$ cat src/rtl/bcd_updown_counter.sv
// Multi-digit BCD up/down counter with clear, parallel load (non-BCD nibbles clamped to 9),
// and either modulo wrap or saturation at the all-0s / all-9s limits.
module bcd_updown_counter #(
    parameter int DIGITS = 4,
    parameter bit WRAP   = 1'b1
) (
    input  logic                  sclk,
    input  logic                  rst_n,
    input  logic                  en,
    input  logic                  up_dn,
    input  logic                  clr,
    input  logic                  load,
    input  logic [4*DIGITS-1:0]   load_val,
    output logic [4*DIGITS-1:0]   bcdcount,
    output logic                  wrap,
    output logic                  sat,
    output logic                  load_err
);

    logic [4*DIGITS-1:0] count_reg;
    logic [4*DIGITS-1:0] step_val;
    logic [4*DIGITS-1:0] clamp_val;
    logic [DIGITS-1:0]   bad_nibble;
    logic                wrap_reg;
    logic                sat_reg;
    logic                load_err_reg;

    // chain[i] is the carry (up) or borrow (down) entering digit i; chain[DIGITS] set means
    // the counter sits at the limit for the current direction.
    logic [DIGITS:0]     chain;

    assign chain[0] = 1'b1;

    genvar gi;
    generate
        for (gi = 0; gi < DIGITS; gi++) begin : g_digit
            logic [3:0] cur;
            logic [3:0] ld;
            logic [3:0] nxt;

            assign cur = count_reg[4*gi +: 4];
            assign ld  = load_val[4*gi +: 4];

            always_comb begin
                nxt = cur;
                if (chain[gi]) begin
                    if (up_dn) nxt = (cur == 4'd9) ? 4'd0 : cur + 4'd1;
                    else       nxt = (cur == 4'd0) ? 4'd9 : cur - 4'd1;
                end
            end

            assign step_val[4*gi +: 4]  = nxt;
            assign chain[gi+1]          = chain[gi] & (up_dn ? (cur == 4'd9) : (cur == 4'd0));
            assign bad_nibble[gi]       = (ld > 4'd9);
            assign clamp_val[4*gi +: 4] = bad_nibble[gi] ? 4'd9 : ld;
        end
    endgenerate

    always_ff @(posedge sclk) begin
        if (!rst_n) begin
            count_reg    <= '0;
            wrap_reg     <= 1'b0;
            sat_reg      <= 1'b0;
            load_err_reg <= 1'b0;
        end else begin
            wrap_reg     <= 1'b0;
            sat_reg      <= 1'b0;
            load_err_reg <= 1'b0;
            if (clr) begin
                count_reg <= '0;
            end else if (load) begin
                count_reg    <= clamp_val;
                load_err_reg <= |bad_nibble;
            end else if (en) begin
                if (!chain[DIGITS]) begin
                    count_reg <= step_val;
                end else if (WRAP) begin
                    count_reg <= step_val;
                    wrap_reg  <= 1'b1;
                end else begin
                    sat_reg <= 1'b1;
                end
            end
        end
    end

    assign bcdcount = count_reg;
    assign wrap     = wrap_reg;
    assign sat      = sat_reg;
    assign load_err = load_err_reg;

endmodule

$ cat config.mk
export PLATFORM = sky130hd
export DESIGN_NAME = bcd_updown_counter
export DESIGN_NICKNAME = d
export VERILOG_FILES = /design/src/rtl/bcd_updown_counter.sv
export SDC_FILE = /design/constraint.sdc
export NUM_CORES = 1
export LEC_CHECK = 0
export ABC_AREA = 1
export ABC_CLOCK_PERIOD_IN_PS = 1750
export CORE_AREA = 3 3 64 66
export CTS_BUF_LIST = sky130_fd_sc_hd__clkbuf_16
export DETAILED_ROUTE_END_ITERATION = 16
export DIE_AREA = 0 0 67 69
export MAX_ROUTING_LAYER = met4
export PLACE_DENSITY_LB_ADDON = 0.25
export SYNTH_ARGS = -nofsm -noshare
export SYNTH_HDL_FRONTEND = slang
export SYNTH_SLANG_ARGS = --single-unit
$ cat constraint.sdc
create_clock -name sclk -period 1.75 [get_ports sclk]
set_input_delay 0.35 -clock sclk [delete_from_list [all_inputs] [get_ports sclk]]
set_output_delay 0.35 -clock sclk [all_outputs]
set_load 0.1 [all_outputs]
==> out/qor.yml <==
synth:
  synth.top_cell.area_share: 0.234
  synth-edff-count: 0
  synthTopCellsByArea: "dfxtp_1 23%, nand2_1 19%, nand3_1 9.7%, nor2_1 9.3%, inv_1 6.8%"
  synth_top_cells_by_count: "76 x nand2_1, 38 x nor2_1, 30 x nand3_1"
  synthArstFlopShare: 0
  synth_most_common_cell: "nand2_1"
  synth_largest_area_cell: "dfxtp_1"
  syn-instance-count: 272
  synth_ff_type: "dfxtp_1"
  synth_nets: 294
  ys_seq_elements: 18
  yosysSeqAreaShare: 0.234
  avgSynthCellArea_um2: 5.67
  yosysWarnings: 0
  synth.cell_area_um2: 1540
  ys_types: 31
floorplan:
  start_util: 0.424
  die_w_um: 67
  core_um2: 3630
  rows: 22
  ios: 41
  die_area_um2: 4620
  die_y_um: 69
sta:
  hold_viol: 0
  drv_slew: 0
  clock.fmax_mhz: 646
  finalSetupTns_ps: 0
  fin_crit_ps: 1550
  skew_ps: 1.44
  finalCritPeriodShare: 0.885
  setup_viol: 0
  rsz0062_at_grt: "false"
  holdWs_ps: 517
drt:
  routed_wl_um: 4130
  vias: 1847
  antenna_left: 0
  dr.pass1.iters: 4
  avgViaCountPerCell: 5.02
  wl_per_cell_um: 11.2
  drt-initial-drc-count: 165
  drc: 0
critical_path:
  critPathKind: "input port to flop"
  r2r_cells: 8
  cp-end-kind: "flop"
  critPathArrivalTime_ps: 1680
  rr_startpoint: "bcdcount[8]"
  timing.critical_path.fanout_max: 9
  required_ps: 1880
  rrSetupSlack_ps: 300
  r2r-end: "bcdcount[12]"
  worstSetupStartpointType: "input port"
clock_network:
  cts_buffers: 3
  cts_tree: "yes"
  ctsHoldBuffers: 0
  cts_setup_buffers: 0
  cts_root_buffer: "clkbuf_16"
  htree_levels: 1
  cts.sinks: 18
  post_cts_resized: 0
  path_clk_slew_ps: 50
  max-clock-path-buffers: 2
  clk_latency_ps: 250
grt:
  antenna_found_initial: 0
  grt_pass1_wl_um: 7110
  grt-ovfl-total: 0
  grt_pass1_vias: 1665
  grt_use_total: 0.195
  grt_max_degree: 20
finish:
  syn_to_final_growth_pct: 51.6
  layoutNonFillerInstCount: 368
  diodes: 0
  fillCellCount: 350
  final_layout_size_suffix_gt1_frac: 0.222
  largest_reg_flops: 16
  nets: 344
power:
  totalPowerFinal_mw: 1.49
  power.density_nw_per_um2: 638
  leakagePower_nw: 1.09
  ir_drop_mv: 0.327
placed_design:
  gp_congestion: 0.912
  dp.cells: 365
  port_buffers: 39
  hpwl_um: 3280
min_path:
  hold_end: "bcdcount[7]"
  min-delay-start: "bcdcount[7]"
  min_path_cells: 2
  hp-class: "flop to flop"
run:
  drv_cap: 0
run_status:
  status: "complete, no violations"
[metal layers]
metal	track usage	part of all wire	vias up
met2	0.307	0.47	66
met1	0.258	0.46	800
li1	-	-	977
met4	0.0676	0.0095	0
met3	0.0179	0.066	4
met5	-	0	-
[kinds of logic after synthesis]
group	count (synthesis)	share of synthesized area
flops	18	0.234
simple gates	161	0.466
buf+inv	41	0.111
xor+xnor	2	0.0114
other cells	1	0.00243
compound gates	49	0.175
[power breakdown]
group	leakage [nW]	switching, mW	internal (mW)	total, mW
clock network	0.0370	0.157	0.301	0.458
logic	0.897	0.340	0.220	0.559
registers	0.154	0.0397	0.433	0.473
[worst max path at each step]
stage	depth (start not counted)	startpoint	endpoint
after floorplan	11	bcdcount[7]	bcdcount[9]
after global placement	8	up_dn	bcdcount[4]
after detailed placement	10	up_dn	bcdcount[11]
after CTS	10	up_dn	bcdcount[11]
after global routing	8	up_dn	bcdcount[13]
final	9	up_dn	bcdcount[6]
[final cells by class]
type	count	area, um2	share of cell area
Tap cell	48	60.1	0.0257
Sequential cell	18	380	0.163
Inverter	33	124	0.0530
Timing Repair Buffer	53	688	0.294
Clock buffer	3	75.1	0.0321
Multi-Input combinational cell	213	1010	0.432
[cells in the final DEF (no fill, tap or decap), types with 13 or more instances in the layout]
cell             instances
o21ai_0                 17
nor2_1                  38
clkdlybuf4s50_1         21
dfxtp_2                 16
inv_1                   28
buf_12                  19
nand3_1                 30
nand2_1                 76
a21oi_1                 19
buf_4                   13
[critical path: stages]
cell and delay, ps:
clkdlybuf4s50_1 540, buf_4 190, nand2_2 90, nand2_4 90
nand2_1 70, nand2_2 120, inv_1 70, o21ai_1 110
a21oi_1 50
[stage by stage]
step	utilization	area, um2	setup slack, ps
6_report	0.643	2340	202
5_1_grt	0.643	2340	75.3
4_1_cts	0.643	2340	207
3_5_place_dp	0.623	2260	-44.0
3_3_place_gp	0.623	2260	-19.8
2_1_floorplan	-	1560	57.7
Note: power is estimated with default switching activity, not from simulation.
